$ cat config.mk
export PLATFORM = sky130hd
export DESIGN_NAME = decode_stage
export DESIGN_NICKNAME = d
export VERILOG_FILES = /design/src/rtl/decode_stage.sv
export SDC_FILE = /design/constraint.sdc
export NUM_CORES = 1
export LEC_CHECK = 0
export CAP_MARGIN = 20
export CORE_MARGIN = 5
export CORE_UTILIZATION = 45
export DETAILED_ROUTE_END_ITERATION = 7
export PLACE_DENSITY = 0.68
export SYNTH_ARGS = -nofsm -noshare
export SYNTH_HDL_FRONTEND = slang
export SYNTH_SLANG_ARGS = --single-unit
$ cat constraint.sdc
create_clock -name clk_i -period 9.42 [get_ports clk_i]
set_input_delay 0.942 -clock clk_i [delete_from_list [all_inputs] [get_ports clk_i]]
set_output_delay 0.942 -clock clk_i [all_outputs]
set_load 0.01 [all_outputs]
$ cat src/rtl/decode_stage.sv
// decode_stage: RV32I(+M) decode into a registered control bundle with skid buffer, load-use bubble and flush
module decode_stage #(
  parameter bit ENABLE_M      = 1'b1,
  parameter bit ENABLE_HAZARD = 1'b1,
  parameter int PC_W          = 32
) (
  input  logic            clk_i,
  input  logic            reset_i,
  input  logic            flush_i,
  input  logic            in_valid_i,
  output logic            in_ready_o,
  input  logic [31:0]     in_inst_i,
  input  logic [PC_W-1:0] in_pc_i,
  output logic            out_valid_o,
  input  logic            out_ready_i,
  output logic [PC_W-1:0] out_pc_o,
  output logic [4:0]      out_alu_sel_o,
  output logic            out_a_sel_o,
  output logic            out_b_sel_o,
  output logic [1:0]      out_wb_sel_o,
  output logic            out_reg_we_o,
  output logic            out_dmem_we_o,
  output logic [2:0]      out_dmem_mode_o,
  output logic [2:0]      out_igen_sel_o,
  output logic            out_branch_o,
  output logic            out_jump_o,
  output logic            out_br_un_o,
  output logic [2:0]      out_br_funct_o,
  output logic [4:0]      out_ra_o,
  output logic [4:0]      out_rb_o,
  output logic [4:0]      out_rd_o,
  output logic            out_illegal_o
);
  localparam logic [6:0] OPC_OP     = 7'b0110011;
  localparam logic [6:0] OPC_IMM    = 7'b0010011;
  localparam logic [6:0] OPC_LOAD   = 7'b0000011;
  localparam logic [6:0] OPC_STORE  = 7'b0100011;
  localparam logic [6:0] OPC_BRANCH = 7'b1100011;
  localparam logic [6:0] OPC_JAL    = 7'b1101111;
  localparam logic [6:0] OPC_JALR   = 7'b1100111;
  localparam logic [6:0] OPC_LUI    = 7'b0110111;
  localparam logic [6:0] OPC_AUIPC  = 7'b0010111;
  localparam logic [4:0] ALU_SUB    = 5'd1;
  localparam logic [4:0] ALU_SRA    = 5'd7;
  localparam logic [4:0] ALU_COPY_B = 5'd18;
  typedef enum logic [1:0] {EMPTY, ONE, TWO} state_t;
  typedef struct packed {
    logic [PC_W-1:0] pc;
    logic [4:0]      alu_sel;
    logic            a_sel;
    logic            b_sel;
    logic [1:0]      wb_sel;
    logic            reg_we;
    logic            dmem_we;
    logic [2:0]      dmem_mode;
    logic [2:0]      igen_sel;
    logic            branch;
    logic            jump;
    logic            br_un;
    logic [2:0]      br_funct;
    logic [4:0]      ra;
    logic [4:0]      rb;
    logic [4:0]      rd;
    logic            illegal;
  } ctrl_t;

  state_t     state_q, state_d;
  ctrl_t      out_q, out_d, skid_q, skid_d, dec;
  logic       skid_tag_q, skid_tag_d, bub_q, bub_d, ill, dec_tag, acc, hs;
  logic [4:0] last_ld_q, last_ld_d, dec_ld, base_alu;
  logic [6:0] opc, f7;
  logic [2:0] f3;
  logic [4:0] rs1, rs2, rd;

  assign opc = in_inst_i[6:0];
  assign rd  = in_inst_i[11:7];
  assign f3  = in_inst_i[14:12];
  assign rs1 = in_inst_i[19:15];
  assign rs2 = in_inst_i[24:20];
  assign f7  = in_inst_i[31:25];
  assign base_alu = f3 == 3'd0 ? 5'd0 : f3 == 3'd6 ? 5'd8 : f3 == 3'd7 ? 5'd9 : {2'b00, f3} + 5'd1;

  // Decode the offered word; illegal encodings collapse to a bundle carrying only the illegal flag and PC
  always_comb begin
    dec = '0;
    ill = 1'b0;
    case (opc)
      OPC_OP: begin
        dec.reg_we = 1'b1; dec.wb_sel = 2'd1; dec.ra = rs1; dec.rb = rs2; dec.rd = rd;
        if (f7 == 7'b0000000) dec.alu_sel = base_alu;
        else if (f7 == 7'b0100000 && f3 == 3'b000) dec.alu_sel = ALU_SUB;
        else if (f7 == 7'b0100000 && f3 == 3'b101) dec.alu_sel = ALU_SRA;
        else if (ENABLE_M && f7 == 7'b0000001) dec.alu_sel = 5'd10 + {2'b00, f3};
        else ill = 1'b1;
      end
      OPC_IMM: begin
        dec.reg_we = 1'b1; dec.wb_sel = 2'd1; dec.b_sel = 1'b1; dec.ra = rs1; dec.rd = rd;
        dec.alu_sel = (f3 == 3'b101 && in_inst_i[30]) ? ALU_SRA : base_alu;
        ill = (f3 == 3'b001 && f7 != 7'b0000000) || (f3 == 3'b101 && f7 != 7'b0000000 && f7 != 7'b0100000);
      end
      OPC_LOAD: begin
        dec.reg_we = 1'b1; dec.b_sel = 1'b1; dec.ra = rs1; dec.rd = rd;
        dec.dmem_mode = f3[2] ? f3 - 3'd1 : f3;
        ill = f3 == 3'b011 || f3[2:1] == 2'b11;
      end
      OPC_STORE: begin
        dec.dmem_we = 1'b1; dec.dmem_mode = f3; dec.b_sel = 1'b1; dec.igen_sel = 3'd1; dec.ra = rs1; dec.rb = rs2;
        ill = f3 > 3'b010;
      end
      OPC_BRANCH: begin
        dec.branch = 1'b1; dec.br_un = f3[1]; dec.br_funct = f3; dec.igen_sel = 3'd2;
        dec.a_sel = 1'b1; dec.b_sel = 1'b1; dec.ra = rs1; dec.rb = rs2;
        ill = f3[2:1] == 2'b01;
      end
      OPC_JAL: begin
        dec.reg_we = 1'b1; dec.wb_sel = 2'd2; dec.jump = 1'b1; dec.igen_sel = 3'd3;
        dec.a_sel = 1'b1; dec.b_sel = 1'b1; dec.rd = rd;
      end
      OPC_JALR: begin
        dec.reg_we = 1'b1; dec.wb_sel = 2'd2; dec.jump = 1'b1; dec.b_sel = 1'b1; dec.ra = rs1; dec.rd = rd;
        ill = f3 != 3'b000;
      end
      OPC_LUI: begin
        dec.reg_we = 1'b1; dec.wb_sel = 2'd1; dec.alu_sel = ALU_COPY_B; dec.b_sel = 1'b1; dec.igen_sel = 3'd4; dec.rd = rd;
      end
      OPC_AUIPC: begin
        dec.reg_we = 1'b1; dec.wb_sel = 2'd1; dec.a_sel = 1'b1; dec.b_sel = 1'b1; dec.igen_sel = 3'd4; dec.rd = rd;
      end
      default: ill = 1'b1;
    endcase
    if (ill) begin
      dec = '0;
      dec.illegal = 1'b1;
    end
    dec.pc = in_pc_i;
  end

  assign dec_tag     = ENABLE_HAZARD && last_ld_q != 5'd0 && (dec.ra == last_ld_q || dec.rb == last_ld_q);
  assign dec_ld      = (opc == OPC_LOAD && !dec.illegal) ? dec.rd : 5'd0;
  assign in_ready_o  = state_q != TWO;
  assign out_valid_o = state_q != EMPTY && !bub_q;
  assign acc         = in_valid_i && in_ready_o && !flush_i;
  assign hs          = out_valid_o && out_ready_i;

  // Occupancy FSM: route accepted bundles into OUT or SKID and arm the one-cycle load-use bubble
  always_comb begin
    state_d    = state_q;
    out_d      = out_q;
    skid_d     = skid_q;
    skid_tag_d = skid_tag_q;
    bub_d      = 1'b0;
    last_ld_d  = acc ? dec_ld : last_ld_q;
    case (state_q)
      EMPTY: if (acc) begin
        state_d = ONE; out_d = dec; bub_d = dec_tag;
      end
      ONE: if (acc && hs) begin
        out_d = dec; bub_d = dec_tag;
      end else if (acc) begin
        state_d = TWO; skid_d = dec; skid_tag_d = dec_tag;
      end else if (hs) begin
        state_d = EMPTY;
      end
      default: if (hs) begin
        state_d = ONE; out_d = skid_q; bub_d = skid_tag_q;
      end
    endcase
    if (flush_i) begin
      state_d = EMPTY; bub_d = 1'b0; last_ld_d = 5'd0;
    end
  end

  // State and storage registers
  always_ff @(posedge clk_i or posedge reset_i) begin
    if (reset_i) begin
      state_q    <= EMPTY;
      out_q      <= '0;
      skid_q     <= '0;
      skid_tag_q <= 1'b0;
      bub_q      <= 1'b0;
      last_ld_q  <= 5'd0;
    end else begin
      state_q    <= state_d;
      out_q      <= out_d;
      skid_q     <= skid_d;
      skid_tag_q <= skid_tag_d;
      bub_q      <= bub_d;
      last_ld_q  <= last_ld_d;
    end
  end

  assign out_pc_o        = out_q.pc;
  assign out_alu_sel_o   = out_q.alu_sel;
  assign out_a_sel_o     = out_q.a_sel;
  assign out_b_sel_o     = out_q.b_sel;
  assign out_wb_sel_o    = out_q.wb_sel;
  assign out_reg_we_o    = out_q.reg_we;
  assign out_dmem_we_o   = out_q.dmem_we;
  assign out_dmem_mode_o = out_q.dmem_mode;
  assign out_igen_sel_o  = out_q.igen_sel;
  assign out_branch_o    = out_q.branch;
  assign out_jump_o      = out_q.jump;
  assign out_br_un_o     = out_q.br_un;
  assign out_br_funct_o  = out_q.br_funct;
  assign out_ra_o        = out_q.ra;
  assign out_rb_o        = out_q.rb;
  assign out_rd_o        = out_q.rd;
  assign out_illegal_o   = out_q.illegal;
endmodule

==> flow_metrics.py, run 1 <==
metrics = {
    "status": {
        "status": "complete, no violations",
    },
    "logic_synthesis": {
        "synth-simple-area-share": 0.194,
        "synth_fa_ha_area_frac": 0.0155,
        "syn_avg_cell_area_um2": 9.33,
        "synth_top_area_cell": "dfrtp_1",
        "yosys.area.top_type_share": 0.505,
        "synth_common_cells": "nand2_1 (228), dfrtp_1 (147), o21ai_0 (98)",
        "async_reset_ff_frac": 1.00,
        "muxShareOfSynthArea": 0.0967,
        "yosysMostFrequentCell": "nand2_1",
        "synth_top_family_by_area": "simple AND/OR/NAND/NOR gates",
        "synth_warnings": 0,
        "yosysSeqAreaShare": 0.505,
        "synth_fp_nets": 859,
        "synthTopCellsByArea": "dfrtp_1 (50%), nand2_1 (12%), o21ai_0 (6.7%)",
        "synth.distinct_cells": 72,
        "postSynthCellCount": 781,
        "synthesis.area_mm2": 0.00729,
        "synthFlopType": "dfrtp_1",
        "synth-edff-count": 0,
        "ys_ff_latch": 147,
        "synth-xor-area-share": 0.00481,
        "synth_compound_area_frac": 0.147,
    },
    "sta": {
        "finalMaxSlewViolations": 0,
        "period_minus_slack_ns": 3.82,
        "hold_ws_ns": 0.474,
        "finalClockSkew_ns": 0.0110,
        "hold_viol_final": 0,
        "maxSlewHeadroom": 0.275,
        "fmax_ghz": 0.262,
        "finalSetupViolations": 0,
        "rsz0062_at_grt": "false",
        "fin_tns_setup_ns": 0,
        "period_share": 0.405,
        "worst_slew_pin_slew_ns": 1.09,
    },
    "cells_and_area": {
        "n_fill_cell": 1407,
        "multi_input_area_mm2": 0.00335,
        "fin_util": 0.592,
        "area_delta_synth_final_pct": 29.2,
        "antennaDiodeCount": 0,
        "drive_gt1_frac": 0.0977,
        "regArea_mm2": 0.00368,
        "layout.nets": 976,
    },
    "floorplanning": {
        "fp-row-count": 46,
        "die_h_um": 137,
        "io_pins": 142,
        "dieArea_mm2": 0.0188,
        "coreArea_mm2": 0.0159,
        "die_w_um": 137,
        "initial_core_util": 0.459,
    },
    "cts": {
        "ctsHoldBuffers": 0,
        "cts.sinks": 147,
        "cts_setup_buffers": 0,
        "root_buffer": "clkbuf_16",
        "cts_buffers": 17,
        "ctsResizeCount": 0,
        "cts_tree": "yes",
        "insertion_delay_ns": 0.42,
        "clk_pin_slew_ns": 0.06,
        "clockBufferDepth": 2,
        "h-tree-depth": 4,
    },
    "place": {
        "numPortBuffers": 141,
        "hpwl_um": 12800,
        "place.gp.congestion": 0.887,
    },
    "power": {
        "ir_drop_mv": 0.125,
        "power_leakage_nw": 4.08,
        "powerDensity_mw_per_mm2": 174,
    },
    "detailed_routing": {
        "drtAntennaViolNets": 0,
        "drc_errors": 0,
        "firstDrtPassIters": 5,
        "wl_per_cell_um": 16.1,
        "wl_um": 18200,
        "drt-initial-drc-count": 343,
        "vias_per_cell": 5.27,
        "num_vias": 5936,
    },
    "worst_setup_path": {
        "critPathBufInv": 3,
        "arrival_ns": 4.17,
        "crit_path_max_fanout": 9,
        "path_cells": "clkdlybuf4s50_1 -> inv_1 -> ha_1 -> nor2b_1 -> a21oi_1 -> a32o_1 -> nor4_2 -> buf_4 -> o31a_2 -> nand2_1 -> o21ai_0 -> mux2_2",
        "cp_slowest_cell": "clkdlybuf4s50_1",
        "worstSetupPathType": "in -> reg",
        "max_stage_delay_ns": 0.55,
        "cp.required_ns": 9.77,
        "end_kind": "flop",
        "critPathTopFamily": "buffers and inverters",
        "crit_path_start_kind": "primary input",
    },
    "global_route": {
        "overflow": 0,
        "grt_pass1_wl_um": 29500,
        "grt_pass1_vias": 5612,
        "grt_max_degree": 101,
        "grt_antenna_before_repair": 0,
        "track_usage": 0.199,
    },
    "hold_path": {
        "hold_class": "reg -> reg",
    },
    "flow_run": {
        "maxCapViolCount": 0,
    },
}
==> sequential cells by signal, indices dropped and copies added (netlist names), 3 cells and up <==
signal           cells
out_alu_sel_o        5
skid_q              69
out_br_funct_o       3
last_ld_q            5
out_rb_o             5
out_igen_sel_o       3
out_pc_o            32
out_ra_o             5
out_dmem_mode_o      3
out_rd_o             5
==> final cells by class <==
cell class | count | share of cell area
clock buffers | 21 | 0.0500
clock inverters | 11 | 0.0134
inverters | 10 | 0.00452
multi-input cells | 574 | 0.356
flip-flops and latches | 147 | 0.391
well taps | 216 | 0.0287
repair buffers | 148 | 0.156
==> logic make-up (layout without fill, tap and decap cells) <==
| family | after synthesis | after routing |
|---|---|---|
| AND/OR/NAND/NOR | 315 | 315 |
| AO/OA/AOI/OAI | 179 | 179 |
| flip-flops | 147 | 147 |
| multiplexers | 67 | 67 |
| buffers and inverters | 60 | 190 |
| adder cells (fa/ha/maj) | 9 | 9 |
| XOR/XNOR | 4 | 4 |
==> path summary, 6_finish.rpt <==
| kind | from | to | slack (ns) | cells after the start |
|---|---|---|---|---|
| min in group asynchronous | reset_i | out_rb_o[4] | 1.11 | 2 |
| setup reg to reg | state_q[1] | out_br_funct_o[2] | 6.17 | 4 |
| setup / recovery | in_inst_i[13] | out_rd_o[2] | 5.60 | 12 |
| hold / removal | out_pc_o[21] | out_pc_o[21] | 0.47 | 2 |
| hold reg to reg | out_pc_o[21] | out_pc_o[21] | 0.47 | 2 |
| max in group asynchronous | reset_i | skid_q[28] | 7.15 | 3 |
==> per-layer routing <==
metal / track usage / wire length, um / up-vias
met5: 0 / 0 / -
met4: 0.0565 / 243 / 0
met3: 0.0405 / 868 / 21
met2: 0.304 / 8580 / 145
met1: 0.288 / 8500 / 2835
li1: - / - / 2935
==> where the power goes <==
part | switching (mW) | internal [mW]
logic | 0.118 | 0.115
registers | 0.0340 | 0.697
clock network | 0.264 | 0.412
total | 0.416 | 1.22
==> worst min-delay path, delay by kind of cell, from the launching register on <==
family / cells / cell delay [ns]
DFF: 1 / 0.34
and+or+nand+nor: 1 / 0.04
AOI/OAI and AO/OA: 1 / 0.06
==> cell usage in the layout, fill, tap and decap left out, types with 3 or more instances in the layout <==
cell type | netlist | routed
nand2_1 | 228 | 228
dfrtp_1 | 147 | 146
clkdlybuf4s50_1 | 0 | 141
o21ai_0 | 98 | 98
mux2i_1 | 40 | 40
mux2_2 | 27 | 27
a21oi_1 | 26 | 26
nor2_1 | 19 | 19
clkbuf_16 | 0 | 17
nand3_1 | 10 | 10
nor3_1 | 10 | 10
ha_1 | 9 | 9
inv_1 | 9 | 8
o31ai_1 | 7 | 7
o21ai_1 | 7 | 7
buf_4 | 4 | 6
nand2b_1 | 5 | 5
a22o_1 | 5 | 5
nor2b_1 | 4 | 4
and4_1 | 4 | 4
a31oi_1 | 4 | 4
and3_1 | 4 | 4
clkinvlp_4 | 0 | 4
a211oi_1 | 3 | 3
nand4_1 | 3 | 3
clkbuf_8 | 1 | 3
==> through the flow <==
stage | power, mW | std cells | area, um2 | setup slack, ns
after floorplan | 0.853 | 781 | 7290 | 4.53
after global placement | 0.972 | 1093 | 8790 | 4.79
after detailed placement | 0.979 | 1094 | 8800 | 5.17
after CTS | 1.66 | 1126 | 9400 | 5.61
after global routing | 1.72 | 1127 | 9410 | 5.33
final | 1.64 | 1127 | 9410 | 5.60
Note: power is estimated with default switching activity, not from simulation.
==> run 2: changes to the inputs <==
- clock period: 9.42 -> 3.8 ns (I/O delays scaled with it)
==> flow_metrics.py, run 2 (same netlist as run 1, synthesis figures left out) <==
metrics = {
    "cells_and_area": {
        "stdcell_count": 1134,
        "layout.nets": 983,
        "n_fill_cell": 1393,
        "mostFrequentLayoutCells": "nand2_1 (228), dfrtp_1 (146), clkdlybuf4s50_1 (141)",
        "largest_register_ffs": 69,
        "final_common_cell": "nand2_1",
        "regMostFlops": "skid_q",
        "drive_gt1_frac": 0.105,
        "area_delta_synth_final_pct": 29.9,
        "antennaDiodeCount": 0,
    },
    "detailed_routing": {
        "wl_um": 18700,
        "drc_errors": 0,
        "wl_per_cell_um": 16.5,
        "num_vias": 5948,
        "drtAntennaViolNets": 0,
        "firstDrtPassIters": 5,
        "drt-initial-drc-count": 387,
        "vias_per_cell": 5.25,
    },
    "power": {
        "ir_drop_mv": 0.302,
        "finalPower_mw": 4.01,
        "p_switching_mw": 1.07,
        "power_leakage_nw": 4.12,
        "power_frac_clock": 0.403,
        "switching_share": 0.266,
        "p_int_mw": 2.95,
        "powerDensity_mw_per_mm2": 424,
        "pwr-share-comb": 0.146,
        "seqPwrFrac": 0.452,
    },
    "status": {
        "status": "complete, no violations",
    },
    "cts": {
        "cts.sinks": 147,
        "cts_setup_buffers": 0,
        "insertion_delay_ns": 0.43,
        "h-tree-depth": 4,
        "cts_tree": "yes",
        "clockBufferDepth": 2,
        "cts_buffers": 17,
        "ctsResizeCount": 0,
        "root_buffer": "clkbuf_16",
        "ctsHoldBuffers": 0,
        "clk_pin_slew_ns": 0.06,
    },
    "worst_setup_path": {
        "crit_path_max_fanout": 10,
        "end_kind": "flop",
        "cp.required_ns": 4.11,
        "crit_path_start_kind": "primary input",
        "r2r_start": "state_q[1]",
        "reg2reg_to": "out_rb_o[2]",
        "arrival_ns": 3.25,
        "ff2ff_setup_slack_ns": 1.43,
        "r2r_cells": 4,
        "worstSetupPathType": "in -> reg",
    },
    "global_route": {
        "grt_pass1_wl_um": 29700,
        "grt_pass1_vias": 5538,
        "grt_antenna_before_repair": 0,
        "track_usage": 0.201,
        "grt_max_degree": 93,
        "overflow": 0,
    },
    "sta": {
        "period_share": 0.774,
        "hold_viol_final": 0,
        "finalClockSkew_ns": 0.0110,
        "finalSetupViolations": 0,
        "finalMaxSlewViolations": 0,
        "maxSlewHeadroom": 0.434,
        "worst_slew_pin_slew_ns": 0.848,
        "rsz0062_at_grt": "false",
        "period_minus_slack_ns": 2.94,
        "fin_tns_setup_ns": 0,
        "fmax_ghz": 0.340,
    },
    "place": {
        "place.gp.congestion": 0.907,
        "numPortBuffers": 141,
        "hpwl_um": 12900,
        "dp_cells": 1102,
    },
    "floorplanning": {
        "initial_core_util": 0.459,
        "fp-row-count": 46,
        "io_pins": 142,
        "die_w_um": 137,
        "dieArea_mm2": 0.0188,
        "die_h_um": 137,
        "coreArea_mm2": 0.0159,
    },
    "flow_run": {
        "maxCapViolCount": 0,
    },
    "hold_path": {
        "hold_class": "in -> async",
    },
}
[run 2: power groups by stage]
stage	logic [mW]	registers [mW]	clock network, mW
3_3_place_gp	0.584	1.84	0
3_5_place_dp	0.589	1.84	0
5_1_grt	0.648	1.83	1.72
4_1_cts	0.595	1.81	1.65
2_1_floorplan	0.259	1.86	0
6_report	0.585	1.81	1.62
[run 2: how the worst max path moves through the flow]
stage	end	cells past startpoint	slack [ns]	from
2_1_floorplan	bub_q	8	1.10	in_inst_i[26]
3_3_place_gp	bub_q	11	0.49	in_inst_i[13]
3_5_place_dp	out_rd_o[0]	12	0.46	in_inst_i[13]
4_1_cts	out_rd_o[0]	12	0.89	in_inst_i[13]
5_1_grt	out_rd_o[2]	12	0.64	in_inst_i[13]
6_report	out_rd_o[1]	12	0.86	in_inst_i[13]
[run 2: stage by stage]
stage / utilization / hold slack, ns / setup WS, ns / cell area (um2)
after global placement: 0.560 / 0.457 / 0.492 / 8900
after global routing: 0.596 / 0.333 / 0.645 / 9460
after CTS: 0.596 / 0.307 / 0.888 / 9460
after floorplan: - / 0.442 / 1.10 / 7290
final: 0.596 / 0.307 / 0.858 / 9460
after detailed placement: 0.560 / 0.462 / 0.464 / 8900
[run 2: routing by layer]
metal	wire [um]	vias to the layer above	global-route usage
li1	-	2946	-
met1	8830	2844	0.290
met2	8720	141	0.304
met3	889	17	0.0442
met4	261	0	0.0610
met5	0	-	0
[run 2: cell type report]
cell class              count  area, um2  share of cell area
clock inverters            13        125              0.0132
flip-flops and latches    147       3680               0.389
repair buffers            155       1550               0.164
clock buffers              19        443              0.0468
multi-input cells         574       3350               0.354
well taps                 216        270              0.0286
inverters                  10       41.3             0.00436
[run 2: critical path, stage by stage]
cell	delay [ns]
clkdlybuf4s50_1	0.60
inv_1	0.19
ha_1	0.25
mux2i_1	0.21
o21ai_0	0.15
a211oi_1	0.50
nor4_2	0.13
buf_4	0.20
o31a_2	0.17
nand2_1	0.12
o21ai_0	0.07
mux2_2	0.29
==> run 3: changes to the inputs <==
- PLACE_DENSITY: 0.68 -> 0.71
- clock period: 3.8 -> 2.6 ns (I/O delays scaled with it)
==> flow_metrics.py, run 3 (same netlist as run 1, synthesis figures left out) <==
metrics = {
    "detailed_routing": {
        "wl_um": 18900,
        "firstDrtPassIters": 5,
        "vias_per_cell": 5.17,
        "num_vias": 6155,
        "drtAntennaViolNets": 0,
        "drc_errors": 0,
        "drt-initial-drc-count": 344,
        "wl_per_cell_um": 15.9,
    },
    "cells_and_area": {
        "fin_util": 0.627,
        "regArea_mm2": 0.00368,
        "final_common_cell": "nand2_1",
        "layout.nets": 1039,
        "area_delta_synth_final_pct": 36.8,
        "largest_register_ffs": 69,
        "multi_input_area_mm2": 0.00336,
        "final_design_area_no_fill_mm2": 0.00997,
        "antennaDiodeCount": 0,
        "drive_gt1_frac": 0.161,
        "mostFrequentLayoutCells": "nand2_1 (228), dfrtp_1 (146), clkdlybuf4s50_1 (141)",
        "n_fill_cell": 1364,
        "regMostFlops": "skid_q",
    },
    "worst_setup_path": {
        "arrival_ns": 2.90,
        "crit_path_start_kind": "primary input",
        "ff2ff_setup_slack_ns": 0.62,
        "critPathLaunch": "in_inst_i[26]",
        "end_kind": "flop",
        "worstSetupPathType": "in -> reg",
        "crit_path_max_fanout": 4,
        "cp.required_ns": 2.95,
        "r2r_start": "last_ld_q[1]",
    },
    "power": {
        "ir_drop_mv": 0.431,
        "powerDensity_mw_per_mm2": 621,
        "finalPower_mw": 6.19,
        "power_leakage_nw": 4.43,
    },
    "floorplanning": {
        "coreArea_mm2": 0.0159,
        "fp-row-count": 46,
        "die_h_um": 137,
        "die_w_um": 137,
        "dieArea_mm2": 0.0188,
        "io_pins": 142,
        "initial_core_util": 0.459,
    },
    "global_route": {
        "grt_pass1_vias": 6060,
        "track_usage": 0.207,
        "grt_antenna_before_repair": 0,
        "grt_pass1_wl_um": 30900,
        "grt_max_degree": 83,
        "overflow": 0,
    },
    "cts": {
        "h-tree-depth": 4,
        "cts_buffers": 17,
        "insertion_delay_ns": 0.42,
        "ctsHoldBuffers": 0,
        "cts_tree": "yes",
        "cts.sinks": 147,
        "root_buffer": "clkbuf_16",
        "clk_pin_slew_ns": 0.06,
        "clockBufferDepth": 2,
    },
    "sta": {
        "maxSlewHeadroom": 0.646,
        "rsz0062_at_grt": "true",
        "hold_viol_final": 0,
        "period_share": 0.978,
        "worst_slew_pin_slew_ns": 0.531,
        "finalSetupViolations": 0,
        "finalClockSkew_ns": 0.0112,
        "period_minus_slack_ns": 2.54,
        "finalMaxSlewViolations": 0,
        "fmax_ghz": 0.393,
        "hold_ws_ns": 0.329,
    },
    "place": {
        "place.gp.congestion": 0.925,
        "placement.cell_area_mm2": 0.00931,
        "numPortBuffers": 141,
        "hpwl_um": 13800,
    },
    "hold_path": {
        "hold_class": "in -> async",
    },
    "status": {
        "status": "complete, no violations",
    },
    "flow_run": {
        "maxCapViolCount": 0,
    },
}
==> run 3: stage by stage <==
stage,setup slack [ns],cells,setup TNS (ns)
detailed placement,-0.486,1157,-15.49
CTS,0.0378,1189,0
global route,-0.0918,1190,-0.505
global placement,-0.449,1157,-13.88
floorplan,0.0230,781,0
finish,0.0561,1190,0
==> run 3: where the power goes <==
part           leakage (nW)  internal [mW]  switching (mW)
Combinational          2.17          0.472           0.441
Sequential             1.95           2.52           0.124
Clock                 0.303           1.65           0.979
Total                  4.43           4.65            1.54
==> run 3: final timing paths <==
check / endpoint / cells past startpoint
worst max-delay path: out_alu_sel_o[3] / 10
worst max register to register: bub_q / 8
worst min register to register: skid_q[68] / 2
worst min-delay path: out_pc_o[24] / 3
max in group asynchronous: state_q[1] / 3
min in group clk_i: skid_q[65] / 3
==> run 3: timing repair <==
| item | CTS | global route |
|---|---|---|
| cloned | 0 | 0 |
| endpoints found under the setup margin | 1 | 19 |
| buffers inserted | 0 | 1 |
| gates resized for setup | 0 | 6 |
| hold endpoints to repair | 0 | 0 |
| pin swaps | 4 | 1 |
==> run 3: metal layers <==
| metal | part of all wire | GRT usage | vias to the layer above |
|---|---|---|---|
| met5 | 0 | 0 | - |
| met4 | 0.0080 | 0.0466 | 0 |
| met3 | 0.045 | 0.0369 | 10 |
| met2 | 0.49 | 0.342 | 137 |
| met1 | 0.45 | 0.287 | 2953 |
| li1 | - | - | 3055 |
==> run 3: worst max-delay path, cell delays in order <==
cell,delay (ns)
clkdlybuf4s50_1,0.40
or3_4,0.38
or4_4,0.49
a21o_1,0.21
nor4_2,0.29
buf_4,0.18
and3_1,0.21
nand3_1,0.17
o21ai_1,0.16
mux2_2,0.16
==> run 3: layout make-up <==
cell class / count / area share
Tap cell: 216 / 0.0271
Sequential cell: 147 / 0.369
Multi-Input combinational cell: 574 / 0.337
Clock buffer: 19 / 0.0444
Clock inverter: 13 / 0.0198
Inverter: 10 / 0.00414
Timing Repair Buffer: 211 / 0.198
